### src/rtl/alu_pkg.sv
// Shared definitions for the sequential ALU: 4-bit opcode encodings and the
// control FSM state encodings used by seq_alu.
package alu_pkg;

    localparam int NB_OPCODE = 4;

    typedef enum logic [3:0] {
        OP_ADD   = 4'b0000,
        OP_SUB   = 4'b0001,
        OP_AND   = 4'b0010,
        OP_OR    = 4'b0011,
        OP_XOR   = 4'b0100,
        OP_NOR   = 4'b0101,
        OP_SRL   = 4'b0110,
        OP_SLL   = 4'b0111,
        OP_SRA   = 4'b1000,
        OP_SLA   = 4'b1001,
        OP_SLT   = 4'b1010,
        OP_LUI   = 4'b1011,
        OP_MULT  = 4'b1100,
        OP_MULTU = 4'b1101,
        OP_DIV   = 4'b1110,
        OP_DIVU  = 4'b1111
    } op_e;

    typedef enum logic [1:0] {
        ST_IDLE = 2'b00,
        ST_MUL  = 2'b01,
        ST_DIV  = 2'b10,
        ST_DONE = 2'b11
    } state_e;

endpackage

### src/rtl/mdu_core.sv
// Iterative multiply/divide unit: shift-add multiplier and restoring divider,
// one bit per cycle on operand magnitudes, sign-corrected at the end.
// The divider only exists when SEQ_ALU_DIV_EN is defined.
// done/res_hi/res_lo are valid in the last iteration cycle and are captured
// into the output registers of seq_alu on that same edge.
module mdu_core #(
    parameter int NB_DATA = 32
) (
    input  logic               clk,
    input  logic               rst,
    input  logic               start,
`ifdef SEQ_ALU_DIV_EN
    input  logic               is_div,
`endif
    input  logic               is_signed,
    input  logic [NB_DATA-1:0] op_a,
    input  logic [NB_DATA-1:0] op_b,
    output logic               done,
    output logic [NB_DATA-1:0] res_hi,
    output logic [NB_DATA-1:0] res_lo
);

    localparam int NB_CNT = $clog2(NB_DATA);
    localparam logic [NB_CNT-1:0]    LAST_CNT = NB_CNT'(NB_DATA - 1);
    localparam logic [NB_DATA-1:0]   ZERO     = {NB_DATA{1'b0}};
    localparam logic [2*NB_DATA-1:0] ZERO2    = {(2*NB_DATA){1'b0}};

    logic                busy_r;
    logic [NB_CNT-1:0]   cnt_r;
    logic [NB_DATA-1:0]  hi_r;
    logic [NB_DATA-1:0]  lo_r;
    logic [NB_DATA-1:0]  opb_r;
    logic                neg_prod_r;

    logic                neg_a_s;
    logic                neg_b_s;
    logic [NB_DATA-1:0]  mag_a_s;
    logic [NB_DATA-1:0]  mag_b_s;
    logic [NB_DATA:0]    sum_s;
    logic [NB_DATA-1:0]  step_hi_s;
    logic [NB_DATA-1:0]  step_lo_s;
    logic [2*NB_DATA-1:0] prod_s;

`ifdef SEQ_ALU_DIV_EN
    logic                is_div_r;
    logic                neg_rem_r;
    logic                div0_r;
    logic [NB_DATA+1:0]  rem_shift_s;
    logic [NB_DATA+1:0]  diff_s;
`endif

    assign neg_a_s = is_signed & op_a[NB_DATA-1];
    assign neg_b_s = is_signed & op_b[NB_DATA-1];
    assign mag_a_s = neg_a_s ? (ZERO - op_a) : op_a;
    assign mag_b_s = neg_b_s ? (ZERO - op_b) : op_b;
    assign done    = busy_r && (cnt_r == LAST_CNT);

    // One iteration: add-and-shift for multiply, compare-subtract-shift for divide.
    always_comb begin
        sum_s     = {1'b0, hi_r} + (lo_r[0] ? {1'b0, opb_r} : {(NB_DATA+1){1'b0}});
        step_hi_s = sum_s[NB_DATA:1];
        step_lo_s = {sum_s[0], lo_r[NB_DATA-1:1]};
`ifdef SEQ_ALU_DIV_EN
        rem_shift_s = {1'b0, hi_r, lo_r[NB_DATA-1]};
        diff_s      = rem_shift_s - {2'b00, opb_r};
        if (is_div_r) begin
            if (!diff_s[NB_DATA+1]) begin
                step_hi_s = diff_s[NB_DATA-1:0];
                step_lo_s = {lo_r[NB_DATA-2:0], 1'b1};
            end else begin
                step_hi_s = rem_shift_s[NB_DATA-1:0];
                step_lo_s = {lo_r[NB_DATA-2:0], 1'b0};
            end
        end else begin
            step_hi_s = sum_s[NB_DATA:1];
            step_lo_s = {sum_s[0], lo_r[NB_DATA-1:1]};
        end
`endif
    end

    // Sign correction of the final iteration result; divide by zero forces an all-ones quotient.
    always_comb begin
        prod_s = neg_prod_r ? (ZERO2 - {step_hi_s, step_lo_s}) : {step_hi_s, step_lo_s};
        res_hi = prod_s[2*NB_DATA-1:NB_DATA];
        res_lo = prod_s[NB_DATA-1:0];
`ifdef SEQ_ALU_DIV_EN
        if (is_div_r) begin
            res_hi = neg_rem_r ? (ZERO - step_hi_s) : step_hi_s;
            res_lo = div0_r ? {NB_DATA{1'b1}}
                            : (neg_prod_r ? (ZERO - step_lo_s) : step_lo_s);
        end else begin
            res_hi = prod_s[2*NB_DATA-1:NB_DATA];
            res_lo = prod_s[NB_DATA-1:0];
        end
`endif
    end

    // Operand capture on start, then NB_DATA iterations; operands are never re-read.
    always_ff @(posedge clk) begin
        if (rst) begin
            busy_r     <= 1'b0;
            cnt_r      <= {NB_CNT{1'b0}};
            hi_r       <= ZERO;
            lo_r       <= ZERO;
            opb_r      <= ZERO;
            neg_prod_r <= 1'b0;
`ifdef SEQ_ALU_DIV_EN
            is_div_r   <= 1'b0;
            neg_rem_r  <= 1'b0;
            div0_r     <= 1'b0;
`endif
        end else if (start) begin
            busy_r     <= 1'b1;
            cnt_r      <= {NB_CNT{1'b0}};
            hi_r       <= ZERO;
            lo_r       <= mag_a_s;
            opb_r      <= mag_b_s;
            neg_prod_r <= neg_a_s ^ neg_b_s;
`ifdef SEQ_ALU_DIV_EN
            is_div_r   <= is_div;
            neg_rem_r  <= neg_a_s;
            div0_r     <= (op_b == ZERO);
`endif
        end else if (busy_r) begin
            hi_r   <= step_hi_s;
            lo_r   <= step_lo_s;
            cnt_r  <= cnt_r + NB_CNT'(1);
            busy_r <= (cnt_r != LAST_CNT);
        end
    end

endmodule

### src/rtl/seq_alu.sv
// Sequential ALU top: valid/ready handshake, single-cycle datapath, control
// FSM and output registers. Multiply/divide run in mdu_core.
// Macro SEQ_ALU_DIV_EN enables the iterative divider; without it DIV/DIVU
// complete in one cycle returning all ones and leave o_hi/o_lo untouched.
module seq_alu
    import alu_pkg::*;
#(
    parameter int NB_DATA      = 32,
    parameter int NB_OPERATION = 4
) (
    input  logic                    i_clock,
    input  logic                    i_reset,
    input  logic                    i_valid,
    input  logic [NB_DATA-1:0]      i_data_a,
    input  logic [NB_DATA-1:0]      i_data_b,
    input  logic [NB_OPERATION-1:0] i_op,
    output logic                    o_ready,
    output logic                    o_valid,
    output logic [NB_DATA-1:0]      o_result,
    output logic [NB_DATA-1:0]      o_hi,
    output logic [NB_DATA-1:0]      o_lo
);

    localparam int NB_SHAMT = $clog2(NB_DATA);
    localparam logic [NB_DATA-1:0] ZERO = {NB_DATA{1'b0}};
    localparam logic [NB_DATA-1:0] ONES = {NB_DATA{1'b1}};

    state_e               state_r;
    op_e                  op_s;
    logic                 accept_s;
    logic                 is_mul_s;
    logic                 is_div_s;
    logic                 signed_s;
    logic                 start_s;
    logic [NB_SHAMT-1:0]  shamt_s;
    logic [NB_DATA-1:0]   alu_result_s;
    logic                 mdu_done_s;
    logic [NB_DATA-1:0]   mdu_hi_s;
    logic [NB_DATA-1:0]   mdu_lo_s;

    assign op_s     = op_e'(i_op[NB_OPCODE-1:0]);
    assign shamt_s  = i_data_a[NB_SHAMT-1:0];
    assign accept_s = i_valid & o_ready;
    assign is_mul_s = (op_s == OP_MULT) || (op_s == OP_MULTU);
`ifdef SEQ_ALU_DIV_EN
    assign is_div_s = (op_s == OP_DIV) || (op_s == OP_DIVU);
`else
    assign is_div_s = 1'b0;
`endif
    assign signed_s = (op_s == OP_MULT) || (op_s == OP_DIV);
    assign start_s  = accept_s & (is_mul_s | is_div_s);

    mdu_core #(
        .NB_DATA (NB_DATA)
    ) u_mdu (
        .clk       (i_clock),
        .rst       (i_reset),
        .start     (start_s),
`ifdef SEQ_ALU_DIV_EN
        .is_div    (is_div_s),
`endif
        .is_signed (signed_s),
        .op_a      (i_data_a),
        .op_b      (i_data_b),
        .done      (mdu_done_s),
        .res_hi    (mdu_hi_s),
        .res_lo    (mdu_lo_s)
    );

    // Single-cycle datapath; DIV/DIVU only reach here when the divider is absent.
    always_comb begin
        alu_result_s = ZERO;
        case (op_s)
            OP_ADD:   alu_result_s = i_data_a + i_data_b;
            OP_SUB:   alu_result_s = i_data_a - i_data_b;
            OP_AND:   alu_result_s = i_data_a & i_data_b;
            OP_OR:    alu_result_s = i_data_a | i_data_b;
            OP_XOR:   alu_result_s = i_data_a ^ i_data_b;
            OP_NOR:   alu_result_s = ~(i_data_a | i_data_b);
            OP_SRL:   alu_result_s = i_data_b >> shamt_s;
            OP_SLL:   alu_result_s = i_data_b << shamt_s;
            OP_SRA:   alu_result_s = $signed(i_data_b) >>> shamt_s;
            OP_SLA:   alu_result_s = $signed(i_data_b) <<< shamt_s;
            OP_SLT:   alu_result_s = {{(NB_DATA-1){1'b0}}, (i_data_a < i_data_b)};
            OP_LUI:   alu_result_s = i_data_b << (NB_DATA / 2);
            OP_MULT,
            OP_MULTU: alu_result_s = ZERO;
            OP_DIV,
            OP_DIVU:  alu_result_s = ONES;
            default:  alu_result_s = ZERO;
        endcase
    end

    // Control FSM with registered handshake and result outputs.
    always_ff @(posedge i_clock) begin
        if (i_reset) begin
            state_r  <= ST_IDLE;
            o_ready  <= 1'b0;
            o_valid  <= 1'b0;
            o_result <= ZERO;
            o_hi     <= ZERO;
            o_lo     <= ZERO;
        end else begin
            case (state_r)
                ST_IDLE: begin
                    o_ready <= 1'b1;
                    o_valid <= 1'b0;
                    if (accept_s) begin
                        if (is_mul_s | is_div_s) begin
                            state_r <= is_div_s ? ST_DIV : ST_MUL;
                            o_ready <= 1'b0;
                        end else begin
                            o_result <= alu_result_s;
                            o_valid  <= 1'b1;
                        end
                    end
                end
                ST_MUL,
                ST_DIV: begin
                    o_ready <= 1'b0;
                    o_valid <= 1'b0;
                    if (mdu_done_s) begin
                        state_r  <= ST_DONE;
                        o_hi     <= mdu_hi_s;
                        o_lo     <= mdu_lo_s;
                        o_result <= mdu_lo_s;
                        o_valid  <= 1'b1;
                    end
                end
                ST_DONE: begin
                    state_r <= ST_IDLE;
                    o_ready <= 1'b1;
                    o_valid <= 1'b0;
                end
                default: begin
                    state_r <= ST_IDLE;
                    o_ready <= 1'b0;
                    o_valid <= 1'b0;
                end
            endcase
        end
    end

endmodule

### config.mk
export PLATFORM = sky130hd
export DESIGN_NAME = seq_alu
export DESIGN_NICKNAME = d
export VERILOG_FILES = /design/src/rtl/alu_pkg.sv /design/src/rtl/mdu_core.sv /design/src/rtl/seq_alu.sv
export SDC_FILE = /design/constraint.sdc
export NUM_CORES = 1
export LEC_CHECK = 0
export CORE_MARGIN = 4
export CORE_UTILIZATION = 25
export CTS_CLUSTER_SIZE = 30
export DETAILED_ROUTE_END_ITERATION = 12
export PLACE_DENSITY = 0.38
export SYNTH_ARGS = -nofsm -noshare
export SYNTH_HDL_FRONTEND = slang
export SYNTH_SLANG_ARGS = --single-unit
### constraint.sdc
create_clock -name i_clock -period 7.9 [get_ports i_clock]
set_input_delay 1.975 -clock i_clock [delete_from_list [all_inputs] [get_ports i_clock]]
set_output_delay 1.975 -clock i_clock [all_outputs]
set_load 0.005 [all_outputs]
==> metrics.yaml, run 1 <==
run_status:
  outcome: "finished, final reports clean"
power:
  ir_worst_vdd_v: 0.000169
  leakagePower_uw: 0.00928
  netSwitchingFraction: 0.393
  p_sw_uw: 1440
  finalPower_uw: 3670
  combPwrFrac: 0.343
  p_seq_frac: 0.299
  clock_power_share: 0.358
  pwr_density_cell_nw_per_um2: 147
  power.internal_uw: 2230
place:
  gp_congestion: 1.00
  numPortBuffers: 168
  hpwl_mm: 90.2
  place_area_um2: 24100
job:
  cap_violations: 0
sta:
  setup_viol: 0
  rsz0062_at_grt: "false"
  fmax_mhz: 163
  hold_viol: 0
  tightest_slew_ns: 1.20
  fin_crit_ns: 6.15
  fin_crit_sh: 0.779
  fin_worst_skew_ns: 0.0250
  slew_headroom: 0.201
  timing.setup.tns_ns: 0
  drv_slew: 0
synth:
  synth.area.top_cells: "dfxtp_1 (19%), ha_1 (8.0%), nor2_1 (6.9%), mux2i_1 (6.0%), a21oi_1 (5.6%)"
  yosysSeqAreaShare: 0.192
  synth_ff_type: "dfxtp_1"
  syn-mean-instance-area_um2: 7.39
  synth_area_um2: 21200
  yosys-top-cells-count: "nor2_1 (387), a21oi_1 (237), nand2_1 (214)"
  yosys.area.top_type: "dfxtp_1"
  synthArstFlopShare: 0
  synth_cell_types: 96
  synth_edf_count: 0
  syn_nets: 3076
  yosysMostFrequentCell: "nor2_1"
  ys_ff_latch: 203
  synth_top_cell_area_share: 0.192
  syn_inst: 2866
  yosys_warnings: 0
clocking:
  clock_path_buffers: 3
  cts_tree: "yes"
  hold_buffers: 0
  numClockSinks: 203
  cts.clk_slew.worst_paths_ns: 0.06
  post_cts_resized: 0
  post_cts_buffers: 0
  cts_buffers: 29
  clk_root_buffer_cell: "clkbuf_16"
  htree_levels: 1
  insertion_delay_ns: 0.60
global_route:
  grt_max_degree: 74
  grt_pass1_wl_mm: 165
  antenna_found_initial: 4
  grt.total_usage: 0.246
  gr-total-overflow: 0
  grt_pass1_vias: 22200
routing:
  wl_per_cell_um: 28.4
  via_count: 23500
  first_pass_iters: 9
  drt_wl_total_mm: 116
  dr.first_iter.drc_count: 2458
  route.detailed.drc: 0
  ant_nets: 0
  viasPerCell: 5.75
worst_setup_path:
  path_cells: "clkdlybuf4s50_1 > buf_4 > inv_1 > ha_1 > nor3_1 > nand3b_1 > o21ai_0 > o311ai_0 > o211ai_1 > a41oi_1 > nand2_1 > o41ai_1 > a221oi_1 > o22ai_1"
  cpPeakStageDelay_ns: 0.64
  cp_slowest_cell: "a221oi_1"
  worstSetupPathType: "input port to register"
  cp_max_fo: 10
  cp.arrival_ns: 6.58
  crit_path_start_kind: "input port"
  required_ns: 8.33
  end_kind: "register"
floorplan:
  fp.dieArea_um2: 89400
  die_w_um: 299
  fp.dieH_um: 299
  io_pins: 169
  start_util: 0.253
  core_area_um2: 83800
  rows: 106
cells_and_area:
  drive_gt1_frac: 0.0798
  synthToLayoutAreaGrowth_pct: 18.1
  n_antenna_cell: 0
  final_nets: 3134
  fin_area_um2: 25000
worst_hold_path:
  hold_class: "register to register"
worst paths after layout:
check                           cells past startpoint         endpoint             from  slack, ns
worst min register to register                      2  u_mdu.opb_r[31]  u_mdu.opb_r[31]       0.45
worst max-delay path                               14     o_result[25]      i_data_b[6]       1.75
worst max register to register                     14         o_hi[31]    u_mdu.lo_r[0]       3.06
worst min-delay path                                2  u_mdu.opb_r[31]  u_mdu.opb_r[31]       0.45
layout make-up:
cell class	instances	area [um^2]
Clock buffer	35	758
Fill cell	9206	58800
Clock inverter	16	166
Sequential cell	203	4070
Inverter	116	435
Tap cell	1134	1420
Multi-Input combinational cell	2322	15900
Timing Repair Buffer	252	2300
cells in the final DEF (no fill, tap or decap), types with 17 or more instances in the layout:
cell type,Yosys,layout
a211oi_1,126,126
a21o_1,31,31
a21oi_1,237,236
a221oi_1,32,32
a31oi_1,29,29
and2_1,41,41
buf_4,0,85
clkbuf_16,0,29
clkdlybuf4s50_1,0,163
dfxtp_1,203,201
ha_1,136,136
inv_1,112,111
mux2i_1,127,127
mux4_2,36,36
nand2_1,214,213
nand2b_1,27,27
nand3_1,38,37
nand4_1,29,29
nor2_1,387,386
nor3_1,68,62
nor4_1,20,19
o211ai_1,22,22
o21ai_0,174,174
o21bai_1,31,31
o22ai_1,17,17
o31ai_1,31,31
o41ai_1,17,17
or3_1,19,19
xnor2_1,102,102
xor2_1,54,54
critical path, delay by kind of cell:
| family | cells | cell delay (ns) |
|---|---|---|
| buffers and inverters | 3 | 0.78 |
| AO/OA/AOI/OAI | 7 | 2.73 |
| AND/OR/NAND/NOR | 3 | 0.67 |
| adder cells (fa/ha/maj) | 1 | 0.41 |
logic make-up (layout without fill, tap and decap cells):
kind of cell               count (synthesis)  count (layout)  share of synthesized area
AOI/OAI and AO/OA                        930             930                      0.293
xor gates and xnor gates                 156             156                     0.0645
adders and majority gates                139             139                     0.0832
buffers and inverters                    341             419                     0.0618
DFF                                      203             203                      0.192
muxes                                    177             177                      0.106
and+or+nand+nor                          920             920                      0.200
sequential cells by signal, indices dropped and copies added, names as in the netlist, 2 cells and up:
name         flops
u_mdu.cnt_r      5
state_r          2
o_lo            32
o_hi            32
o_result        32
u_mdu.opb_r     32
u_mdu.lo_r      32
u_mdu.hi_r      32
stage by stage:
step,worst slack [ns],std cells,hold slack (ns),util
floorplan,1.65,2866,0.427,-
global route,1.47,4078,0.474,0.298
detailed placement,1.27,4027,0.446,0.287
global placement,1.28,4027,0.443,0.287
CTS,1.92,4078,0.453,0.298
finish,1.75,4078,0.448,0.298
power groups by stage:
stage | Sequential (uW) | Clock [uW] | Combinational [uW]
final | 1100 | 1310 | 1260
after CTS | 1100 | 1360 | 1220
after global placement | 1120 | 0 | 1230
after detailed placement | 1120 | 0 | 1220
after floorplan | 1100 | 0 | 675
after global routing | 1100 | 1390 | 1320
metal layers:
metal	vias to the layer above	GRT usage	share of wire
met2	1094	0.359	0.41
met5	-	0	0.00029
li1	10700	-	-
met4	4	0.0677	0.032
met3	177	0.0430	0.082
met1	11500	0.369	0.48
(Power assumes the default switching activity.)
==> run 2: changes to the inputs <==
==> constraint.sdc (replaced) <==
create_clock -name i_clock -period 6 [get_ports i_clock]
set_input_delay 1.5 -clock i_clock [delete_from_list [all_inputs] [get_ports i_clock]]
set_output_delay 1.5 -clock i_clock [all_outputs]
set_load 0.005 [all_outputs]
==> run 2 against run 1 <==
Effect of this change: total power grew 34%; clock skew shrank 0.0081 ns; global-route usage grew 1.1 points; sequential cell count is the same; largest cell class unchanged.
==> metrics.yaml, run 2 (synthesized netlist as in run 1, its figures left out) <==
sta:
  holdWs_ns: 0.446  # -0.00215 ns
  slew_headroom: 0.246  # +0.0450
  rsz0062_at_grt: "false"
  tightest_slew_ns: 1.12  # -0.0756 ns
  drv_slew: 0  # unchanged
  fin_crit_ns: 5.43
  hold_viol: 0  # unchanged
  fin_ws_ns: 0.571  # -1.18 ns
  fin_crit_sh: 0.905
  setup_viol: 0  # unchanged
  fin_worst_skew_ns: 0.0169  # -0.00807 ns
  fmax_mhz: 184
  timing.setup.tns_ns: 0  # unchanged
worst_setup_path:
  cp.arrival_ns: 5.86  # -0.72 ns
  end_kind: "register"
  cp.depth: 14  # unchanged
  crit_buf_inv: 2  # -1
  ff2ff_setup_slack_ns: 1.17  # -1.89 ns
  crit_top_cell: "o21ai_0"
  cp_max_fo: 5  # -5
  cp_slowest_cell: "o311ai_0"
  crit_path_start_kind: "input port"
  worstSetupPathType: "input port to register"
  cp_top_family: "compound AO/OA/AOI/OAI gates"
  r2r-end: "o_hi[31]"
  path_cells: "clkdlybuf4s50_1 > inv_1 > ha_1 > o21bai_1 > a21oi_1 > o21ai_0 > o311ai_0 > o211ai_1 > a41oi_1 > o21ai_0 > and2_1 > o2111a_1 > a32oi_1 > a211oi_1"
  r2r_start: "u_mdu.lo_r[0]"
  required_ns: 6.43  # -1.90 ns
  crit_path_start: "i_data_b[1]"
  cpPeakStageDelay_ns: 0.95  # +0.31 ns
  reg2reg_depth: 14  # unchanged
cells_and_area:
  fillers: 9153  # -0.58%
  final_common_cell: "nor2_1"
  final_cell_mix: "nor2_1 (386), a21oi_1 (236), nand2_1 (214)"
  fin_area_um2: 25900  # +3.4%
  synthToLayoutAreaGrowth_pct: 22.2
  drive_gt1_frac: 0.112  # +0.0324
  final_nets: 3245  # +3.5%
clocking:
  post_cts_buffers: 0  # unchanged
  clock_path_buffers: 3  # unchanged
  hold_buffers: 0  # unchanged
  cts_buffers: 28  # -3.4%
  htree_levels: 1  # unchanged
  insertion_delay_ns: 0.58  # -0.02 ns
  clk_root_buffer_cell: "clkbuf_16"
  cts.clk_slew.worst_paths_ns: 0.06  # about the same
  post_cts_resized: 0  # unchanged
  numClockSinks: 203  # unchanged
  cts_tree: "yes"
routing:
  viasPerCell: 5.69  # -1.2%
  dr.first_iter.drc_count: 2499  # +1.7%
  met1Wirelength_mm: 57.7  # +4.4%
  routed-wl-met3_mm: 8.89  # -6.5%
  drt_wl_total_mm: 120  # +3.9%
  first_pass_iters: 6  # -3
  met2WireLength_mm: 50.2  # +6.6%
  wl_per_cell_um: 28.7  # +1.1%
  top_layer_used: "met5"
  via_count: 23800  # +1.6%
  ant_nets: 0  # unchanged
  route.detailed.drc: 0  # unchanged
global_route:
  grt.total_usage: 0.257  # +0.0108
  gr-total-overflow: 0  # unchanged
  grt_pass1_vias: 22900  # +3.4%
  grt_pass1_wl_mm: 171  # +3.9%
  grt_max_degree: 119  # +61%
  antenna_found_initial: 4  # unchanged
job:
  cap_violations: 0  # unchanged
floorplan:
  core_area_um2: 83800  # unchanged
  fp.dieArea_um2: 89400  # unchanged
  io_pins: 169  # unchanged
  rows: 106  # unchanged
  die_w_um: 299  # unchanged
  start_util: 0.253  # unchanged
  fp.dieH_um: 299  # unchanged
run_status:
  outcome: "finished, final reports clean"
worst_hold_path:
  hold_class: "register to register"
  min_delay_path_depth: 2  # unchanged
  min_from: "u_mdu.opb_r[31]"
  min_to: "u_mdu.opb_r[31]"
place:
  numPortBuffers: 168  # unchanged
  gp_congestion: 0.984  # -2.0%
  pre_cts_slack_ns: 0.248  # -1.02 ns
  hpwl_mm: 94.8  # +5.2%
  place_area_um2: 24900  # +3.6%
power:
  pwr_density_cell_nw_per_um2: 190  # +29%
  ir_worst_vdd_v: 0.000177  # +4.4%
  leakagePower_uw: 0.00982  # +5.9%
==> run 2: how the worst max path moves through the flow <==
| stage | to | slack [ns] |
|---|---|---|
| 2_1_floorplan | o_result[31] | 0.22 |
| 3_3_place_gp | o_result[28] | 0.22 |
| 3_5_place_dp | o_result[29] | 0.25 |
| 4_1_cts | o_result[29] | 0.86 |
| 5_1_grt | o_result[29] | 0.46 |
| 6_report | o_result[29] | 0.57 |
==> run 2: through the flow <==
| step | instances | total power [uW] | util |
|---|---|---|---|
| 2_1_floorplan | 2866 | 2340 | - |
| 3_3_place_gp | 4139 | 3190 | 0.298 |
| 3_5_place_dp | 4139 | 3170 | 0.298 |
| 4_1_cts | 4190 | 4920 | 0.309 |
| 5_1_grt | 4190 | 5100 | 0.309 |
| 6_report | 4192 | 4910 | 0.309 |
==> run 2: worst reg2reg max path: cells and delay by family (launching register included) <==
family	cells	cell delay [ns]
AO/OA/AOI/OAI	3	0.86
multiplexers	1	0.15
flip-flops	1	0.44
buffers and inverters	1	0.28
AND/OR/NAND/NOR	8	2.69
adder cells (fa/ha/maj)	1	0.32
==> run 2: per-layer routing <==
metal | up-vias | track usage
li1 | 10900 | -
met1 | 11700 | 0.386
met2 | 1084 | 0.384
met3 | 148 | 0.0354
met4 | 2 | 0.0632
met5 | - | 0
==> run 2: layout make-up <==
| class | instances | area [um^2] | area share |
|---|---|---|---|
| repair buffers | 364 | 3170 | 0.123 |
| clock buffers | 39 | 782 | 0.0302 |
| well taps | 1134 | 1420 | 0.0548 |
| multi-input cells | 2322 | 15900 | 0.613 |
| inverters | 116 | 435 | 0.0168 |
| flip-flops and latches | 203 | 4070 | 0.157 |
| clock inverters | 12 | 140 | 0.00542 |
| diodes | 2 | 5.00 | 0.000193 |
==> run 2: power breakdown <==
| group | switching [uW] | internal, uW |
|---|---|---|
| Combinational | 1140 | 608 |
| Clock | 712 | 1000 |
| Sequential | 50.6 | 1400 |
